[src/rtl/uart_apb_txmux.sv]
// uart_apb_txmux: shares one UART TX path between N_REQ byte producers with
// round-robin, packet-locked arbitration; sole APB master of the UART.

module uart_apb_txmux_lane (
  input  logic in_check,
  input  logic granted,
  input  logic credit_nz,
  output logic ready
);
  assign ready = in_check & granted & credit_nz;
endmodule

module uart_apb_txmux #(
  parameter int          N_REQ           = 2,
  parameter int          UART_FIFO_DEPTH = 2,
  parameter logic [15:0] ADDR_TX         = 16'h0004,
  parameter logic [15:0] ADDR_FSTAT      = 16'h0008,
  parameter int          LOCK_TIMEOUT    = 255
) (
  input  logic               clk,
  input  logic               rst_n,
  input  logic [N_REQ-1:0]   req_valid,
  input  logic [8*N_REQ-1:0] req_data,
  input  logic [N_REQ-1:0]   req_last,
  output logic [N_REQ-1:0]   req_ready,
  output logic [N_REQ-1:0]   grant,
  output logic               apbm_psel,
  output logic               apbm_penable,
  output logic               apbm_pwrite,
  output logic [15:0]        apbm_paddr,
  output logic [31:0]        apbm_pwdata,
  input  logic [31:0]        apbm_prdata,
  input  logic               apbm_pready,
  input  logic               apbm_pslverr,
  output logic               err,
  input  logic               err_clr
);
  localparam int         GW    = (N_REQ > 1) ? $clog2(N_REQ) : 1;
  localparam logic [8:0] DEPTH = 9'(UART_FIFO_DEPTH);
  localparam logic [7:0] LT    = 8'(LOCK_TIMEOUT);

  typedef enum logic [2:0] {IDLE, CHECK, POLL_S, POLL_A, WR_S, WR_A} state_t;

  state_t             state_q, state_d;
  logic [N_REQ-1:0]   grant_q, grant_d;
  logic [GW-1:0]      gidx_q, gidx_d;
  logic [GW-1:0]      last_grant_q, last_grant_d;
  logic [7:0]         credits_q, credits_d;
  logic [7:0]         idle_q, idle_d;
  logic               last_q, last_d;
  logic               psel_q, psel_d;
  logic               pen_q, pen_d;
  logic               pwrite_q, pwrite_d;
  logic [15:0]        paddr_q, paddr_d;
  logic [31:0]        pwdata_q, pwdata_d;
  logic               err_q, err_d;

  logic [GW-1:0]      nxt, arb_idx;
  logic               nxt_found;
  logic               xfer_done;
  logic [7:0]         idle_inc;
  logic [8:0]         lvl9;
  logic [7:0]         lvl_credit;
  logic [7:0]         cur_byte;
  logic               in_check;
  logic               unused_prdata;

  assign unused_prdata = ^apbm_prdata[31:8];
  assign xfer_done     = psel_q & pen_q & apbm_pready;
  assign idle_inc      = (idle_q == 8'hFF) ? idle_q : idle_q + 8'd1;
  assign lvl9          = {1'b0, apbm_prdata[7:0]};
  // Level at or above depth means no free slots; never go negative.
  assign lvl_credit    = (lvl9 >= DEPTH) ? 8'd0 : 8'(DEPTH - lvl9);
  assign cur_byte      = req_data[{gidx_q, 3'b000} +: 8];
  assign in_check      = (state_q == CHECK);

  for (genvar i = 0; i < N_REQ; i++) begin : g_lane
    uart_apb_txmux_lane u_lane (
      .in_check (in_check),
      .granted  (grant_q[i]),
      .credit_nz(credits_q != 8'd0),
      .ready    (req_ready[i])
    );
  end

  // First valid requester strictly after last_grant, cyclic.
  always_comb begin
    nxt_found = 1'b0;
    nxt       = '0;
    arb_idx   = '0;
    for (int k = 1; k <= N_REQ; k++) begin
      arb_idx = GW'((int'(last_grant_q) + k) % N_REQ);
      if (!nxt_found && req_valid[arb_idx]) begin
        nxt_found = 1'b1;
        nxt       = arb_idx;
      end
    end
  end

  always_comb begin
    state_d      = state_q;
    grant_d      = grant_q;
    gidx_d       = gidx_q;
    last_grant_d = last_grant_q;
    credits_d    = credits_q;
    idle_d       = idle_q;
    last_d       = last_q;
    psel_d       = psel_q;
    pen_d        = pen_q;
    pwrite_d     = pwrite_q;
    paddr_d      = paddr_q;
    pwdata_d     = pwdata_q;
    err_d        = err_q;
    if (err_clr)                  err_d = 1'b0;
    if (xfer_done & apbm_pslverr) err_d = 1'b1;
    case (state_q)
      IDLE: if (nxt_found) begin
        grant_d       = '0;
        grant_d[nxt]  = 1'b1;
        gidx_d        = nxt;
        last_grant_d  = nxt;
        idle_d        = 8'd0;
        state_d       = CHECK;
      end
      CHECK: begin
        if (credits_q == 8'd0) begin
          state_d  = POLL_S;
          psel_d   = 1'b1;
          pen_d    = 1'b0;
          pwrite_d = 1'b0;
          paddr_d  = ADDR_FSTAT;
        end else if (req_valid[gidx_q]) begin
          last_d    = req_last[gidx_q];
          credits_d = credits_q - 8'd1;
          idle_d    = 8'd0;
          state_d   = WR_S;
          psel_d    = 1'b1;
          pen_d     = 1'b0;
          pwrite_d  = 1'b1;
          paddr_d   = ADDR_TX;
          pwdata_d  = {24'h0, cur_byte};
        end else begin
          idle_d = idle_inc;
          if (LT != 8'd0 && idle_inc == LT) begin
            state_d = IDLE;
            grant_d = '0;
          end
        end
      end
      POLL_S: begin
        pen_d   = 1'b1;
        state_d = POLL_A;
      end
      POLL_A: if (apbm_pready) begin
        psel_d    = 1'b0;
        pen_d     = 1'b0;
        // An errored read leaves credits at 0 so CHECK re-polls.
        credits_d = apbm_pslverr ? 8'd0 : lvl_credit;
        state_d   = CHECK;
      end
      WR_S: begin
        pen_d   = 1'b1;
        state_d = WR_A;
      end
      WR_A: if (apbm_pready) begin
        psel_d = 1'b0;
        pen_d  = 1'b0;
        if (last_q) begin
          state_d = IDLE;
          grant_d = '0;
        end else begin
          state_d = CHECK;
        end
      end
      default: begin
        state_d = IDLE;
        grant_d = '0;
        psel_d  = 1'b0;
        pen_d   = 1'b0;
      end
    endcase
  end

  always_ff @(posedge clk or negedge rst_n) begin
    if (!rst_n) begin
      state_q      <= IDLE;
      grant_q      <= '0;
      gidx_q       <= '0;
      last_grant_q <= GW'(N_REQ - 1);
      credits_q    <= 8'd0;
      idle_q       <= 8'd0;
      last_q       <= 1'b0;
      psel_q       <= 1'b0;
      pen_q        <= 1'b0;
      pwrite_q     <= 1'b0;
      paddr_q      <= 16'h0;
      pwdata_q     <= 32'h0;
      err_q        <= 1'b0;
    end else begin
      state_q      <= state_d;
      grant_q      <= grant_d;
      gidx_q       <= gidx_d;
      last_grant_q <= last_grant_d;
      credits_q    <= credits_d;
      idle_q       <= idle_d;
      last_q       <= last_d;
      psel_q       <= psel_d;
      pen_q        <= pen_d;
      pwrite_q     <= pwrite_d;
      paddr_q      <= paddr_d;
      pwdata_q     <= pwdata_d;
      err_q        <= err_d;
    end
  end

  assign grant        = grant_q;
  assign apbm_psel    = psel_q;
  assign apbm_penable = pen_q;
  assign apbm_pwrite  = pwrite_q;
  assign apbm_paddr   = paddr_q;
  assign apbm_pwdata  = pwdata_q;
  assign err          = err_q;

endmodule

[config.mk]
export PLATFORM = sky130hd
export DESIGN_NAME = uart_apb_txmux
export DESIGN_NICKNAME = d
export VERILOG_FILES = /design/src/rtl/uart_apb_txmux.sv
export SDC_FILE = /design/constraint.sdc
export NUM_CORES = 1
export LEC_CHECK = 0
export BUFFER_PORTS_ARGS = -buffer_cell sky130_fd_sc_hd__buf_2
export CORE_MARGIN = 3
export CORE_UTILIZATION = 49
export CTS_BUF_LIST = sky130_fd_sc_hd__clkbuf_8
export DETAILED_ROUTE_END_ITERATION = 10
export GPL_ROUTABILITY_DRIVEN = 1
export PLACE_DENSITY_LB_ADDON = 0.25
export SYNTH_ARGS = -nofsm -noshare
export SYNTH_HDL_FRONTEND = slang
export SYNTH_HIERARCHICAL = 1
export SYNTH_SLANG_ARGS = --single-unit
[constraint.sdc]
create_clock -name clk -period 2.4 [get_ports clk]
set_input_delay 0.12 -clock clk [delete_from_list [all_inputs] [get_ports clk]]
set_output_delay 0.12 -clock clk [all_outputs]
set_load 0.02 [all_outputs]
# Word-level counts from Yosys, hierarchy flattened
# Index checks and enable logic that the tools add are counted.
# word_totals
reg_bits,52
out_inout_bits,56
elab_cells,129
inputBits,57
# op_classes
n_eq_ne,18
n_addsub,5
order_cmp,6
bitwise,11
muxes,52
reduce_logical,23
shift,1
# ops
cell,count
2-to-1 mux 8 bit,9
2-to-1 mux 16 bit,2
one-hot mux 8 bit (2 select lines),2
2-to-1 mux 1 bit,22
2-to-1 mux 3 bit,6
one-hot mux 3 bit (6 select lines),1
"== test 8 bit, second input constant",2
"!= test 2 bit, second input constant",8
indexed part select 16 x 5 -> 8 bit,1
2-to-1 mux 2 bit,6
AND reduction 3 bit,4
"adder 8 x 1 -> 8 bit, second input constant",1
"greater-or-equal comparator 8 x 2 -> 1 bit, second input constant",1
zero test 8 bit,1
"< comparator 1 x 2 -> 1 bit, second input constant",4
one-hot mux 2 bit (4 select lines),1
AND reduction 4 bit,2
nonzero test 2 bit,4
nonzero test 8 bit,1
"subtractor 2 x 8 -> 8 bit, first input constant",1
"subtractor 8 x 1 -> 8 bit, second input constant",1
bitwise AND 1 bit,7
AND reduction 7 bit,1
"== test 3 x 2 -> 1 bit, second input constant",2
17 further kinds,26

# Logic depth before layout (Yosys ltp)
# depth
word_depth,13
mapped_depth,9
ltp_nobuf,7

# Modules after synthesis
# Netlist, hierarchy kept.
# modules_own_cells
module,seq_area_each_um2,area_per_inst_um2,cells_each,n_inst
uart_apb_txmux,927.1,2503.7,296,1
uart_apb_txmux_lane,0.0,6.3,1,2

# Worst setup path after synthesis
# Ideal clock, no wire load.
# synth_timing
kind,register -> register
start,register credits_q[0]
end,register idle_q[2]
required_ns,2.259
arrival_time_ns,1.698
setup_ns,0.141
path_stages_with_launch,9
path_buffers,1
path_slack_ns,0.561
synth_period_minus_slack_ns,1.839
path_cell_list,dfrtp_1 -> inv_1 -> ha_1 -> or3b_2 -> o21ai_1 -> nor2_1 -> buf_2 -> a21oi_1 -> a21oi_1
# synth_between
elab_chain_cells,3
# synth_lines
item,line_no,source
from (decl),48,"logic [7:0] credits_q, credits_d;"
from (signal assigned),204,credits_q <= credits_d;
zero test 8 bit,126,if (credits_q == 8'd0) begin
!= test 2 bit (no line),--,
AND reduction 3 bit (no line),--,
to (signal assigned),205,idle_q <= idle_d;
to (decl),49,"logic [7:0] idle_q, idle_d;"
# Every way passes these cells.
# A chain may end at the register's enable or synchronous reset.

# Worst setup path in the final report
# layout_timing
start,register credits_q[0]
end,output req_ready[1]
# layout_between
elab_chain_cells,2
# layout_lines
item,line_no,source
nonzero test 8 bit,81,".credit_nz(credits_q != 8'd0),"
bitwise AND 1 bit,10,assign ready = in_check & granted & credit_nz;
to (decl),25,"output logic [N_REQ-1:0] req_ready,"
# Every way passes these cells.

==> metrics.txt <==
CP cell instances=inv_1 -> ha_1 -> or3b_2 -> nor2_4 -> inv_2 -> and3_1 -> buf_2; die span in y=77.7 um; Tmin final=2.18 ns; Layout Skew=0.00688 ns; Top Ports=113; endpoints failing setup=0; fin cells=414; Synth Cell Area=2520 sq um; power density over the cells=1070 nW/um^2; Die ar.=6030 sq um; aggregate global routing overflow=0; Post-synth EDFFs=0; worst slew pin tran=0.812 ns; worst reg2reg path startpoint=idle_q[1]$_DFFE_PN0P_; setup_tns=0 ns; CTS max path bufs=2; Setup crit start=credits_q[0]$_DFFE_PN0P_; Worst path top cell family by delay=simple AND/OR/NAND/NOR gates; critical path endpoint category=primary output; Max Clk Rate=460 MHz; pin count of the biggest net entering global routing=38; Clock Latency Late Sink=0.28 ns; Total GRT Usage=0.175; final wirelength=5.20 mm; Worst path max stage delay=0.52 ns; Worst Hold Slack=0.0318 ns; Yosys reg bits=37; # port buffers=50; area delta synth->final=10.2%; crit start category=flop; Max Fanout on Critical Path=5; synth top area cells=dfrtp_1 36%, buf_4 12%, a21oi_1 7.0%; total number of vias=2137; Worst R2R End=grant[1]$_DFFE_PN0P_; fin nets=408; fin area=2770 sq um; CTS tree=yes; peak supply drop=0.620 mV; Synth top area share=0.358; global-route wire length before repair=8.77 mm; worst reg-to-reg path cell count=6; Post-Place Setup Slack=0.175 ns; Worst Path Required=2.28 ns; CP arrival=2.06 ns; Setup Buffers After CTS=0; Hold Path Class=input pin to flop; core area=4850 sq um; Worst R2R Setup Slack=0.25 ns; syn avg cell area=8.44 sq um; relative slew slack=0.459; sequential fraction of the synthesis area=0.368; Tot Pwr=2.97 mW; Post-DP Area=2670 sq um; worst path bufs/invs=3; Synth area leader=dfrtp_1; Tcrit/Tclk final=0.907; clock sink total=37; area of the multi-input gates=1330 sq um; drt pass-1 iters=4; DRC=0; H-tree lvl count=2; Warnings, synthesis=6; top_reg_cell synth=dfrtp_1; Reg clk slew, reported paths=0.07 ns; drt wl/cell=12.6 um; Yosys cell types=54; TritonCTS buffer count=5; initial core utilization=0.519; FILL cells=462; Worst path slowest cell=or3b_2; vias in the first global route=1904; Sequential Area=927 sq um; # rows=25; Vias/cell=5.16; Post-Place Cells=405; WS Path Type=flop to primary output; Final Hold Viols=0; outcome=complete, no violations; initial antenna violation count=0; asr flop ratio synth=1.00; Slew Limit Fails=0; share of cells above drive strength 1=0.219; initial DRC count=148; routability-driven placement congestion ratio=0.864; RSZ-0062 raised after global routing=no; chip width=77.7 um; Setup crit end=req_ready[1]; MaxCap Viol Count=0; Syn Inst Count=298; leakage power=1.29 nW; antenna diode count=0; post-route setup slack=0.224 ns; Final ANT Viol Nets=0; Clock Tree Root=clkbuf_8; hpwl dp=3.88 mm; Final Util=0.572; Stages on worst setup path=7
-- cells in the mapped netlist (2+ instances only) --
library cell	number
a21boi_0	3
nor4_1	3
nor2_1	23
clkbuf_1	6
o31ai_1	4
nand2_1	21
nand2b_1	3
buf_2	4
ha_1	5
a21o_1	2
o21ai_1	2
nand3b_1	3
mux2i_1	10
and2_1	5
nor3_1	5
clkbuf_2	2
or3_1	2
dfrtp_1	36
inv_1	11
o21ai_0	21
or4_1	2
nor3b_1	2
nor2_4	2
and3_1	6
buf_4	40
nand3_1	8
a211oi_1	2
a31oi_1	5
a21oi_1	35
-- cells by family (layout without fill, tap and decap cells) --
group                    Yosys count  after routing  synth area share
other                              1             38           0.00149
buffers and inverters             65             77             0.160
multiplexers                      11             11            0.0443
XOR/XNOR                           1              1           0.00348
adder cells (fa/ha/maj)            5              5            0.0249
AO/OA/AOI/OAI                     87             87             0.207
flip-flops                        37             37             0.368
AND/OR/NAND/NOR                   91             91             0.191
-- cell usage in the layout, fill, tap and decap left out, types with 3 or more instances in the layout --
| cell | count |
|---|---|
| a21boi_0 | 3 |
| a21oi_1 | 35 |
| a31oi_1 | 5 |
| and2_1 | 5 |
| and3_1 | 6 |
| buf_2 | 50 |
| buf_4 | 5 |
| clkbuf_8 | 5 |
| conb_1 | 38 |
| dfrtp_1 | 36 |
| ha_1 | 5 |
| inv_1 | 11 |
| mux2i_1 | 10 |
| nand2_1 | 21 |
| nand2b_1 | 3 |
| nand3_1 | 8 |
| nand3b_1 | 3 |
| nor2_1 | 22 |
| nor3_1 | 5 |
| nor4_1 | 3 |
| o21ai_0 | 21 |
| o31ai_1 | 4 |
-- power breakdown --
group / internal (mW) / switching [mW] / leakage, nW / total (mW)
Clock: 0.200 / 0.221 / 0.0439 / 0.421
Sequential: 0.865 / 0.179 / 0.453 / 1.04
Combinational: 0.551 / 0.953 / 0.796 / 1.50
Total: 1.62 / 1.35 / 1.29 / 2.97
-- area by class of cell --
type,count,share of cell area
Clock buffer,5,0.0248
Clock inverter,3,0.00632
Inverter,13,0.0176
Multi-Input combinational cell,233,0.479
Sequential cell,37,0.334
Tap cell,67,0.0302
Timing Repair Buffer,56,0.107
-- worst min-delay path by stage --
stage	startpoint	endpoint	slack, ns	depth (start not counted)
floorplan	rst_n	apbm_paddr[2]$_DFFE_PN0P_	-0.18	0
global placement	rst_n	credits_q[7]$_DFFE_PN0P_	0.27	1
detailed placement	rst_n	credits_q[3]$_DFFE_PN0P_	0.27	1
CTS	err_clr	err$_DFFE_PN0P_	0.03	2
global route	err_clr	err$_DFFE_PN0P_	0.03	2
finish	err_clr	err$_DFFE_PN0P_	0.03	2
-- sequential cells by signal, indices dropped and copies added (netlist names), 2 cells and up --
signal / count
state_q: 3
credits_q: 8
grant: 2
apbm_paddr: 2
idle_q: 8
apbm_pwdata: 8
-- metal layers --
metal / vias up / global-route usage / share of wire
met3: 4 / 0.0406 / 0.073
met2: 85 / 0.278 / 0.45
met1: 973 / 0.241 / 0.47
met4: 0 / 0.0427 / 0.0085
li1: 1075 / - / -
met5: - / 0 / 0
-- repair_timing --
action / in CTS / in global routing
resized for setup: 0 / 1
hold buffers: 1 / 0
setup endpoints to repair: 0 / 8
hold endpoints to repair: 36 / 0
Power figures use the tool's default switching activity.
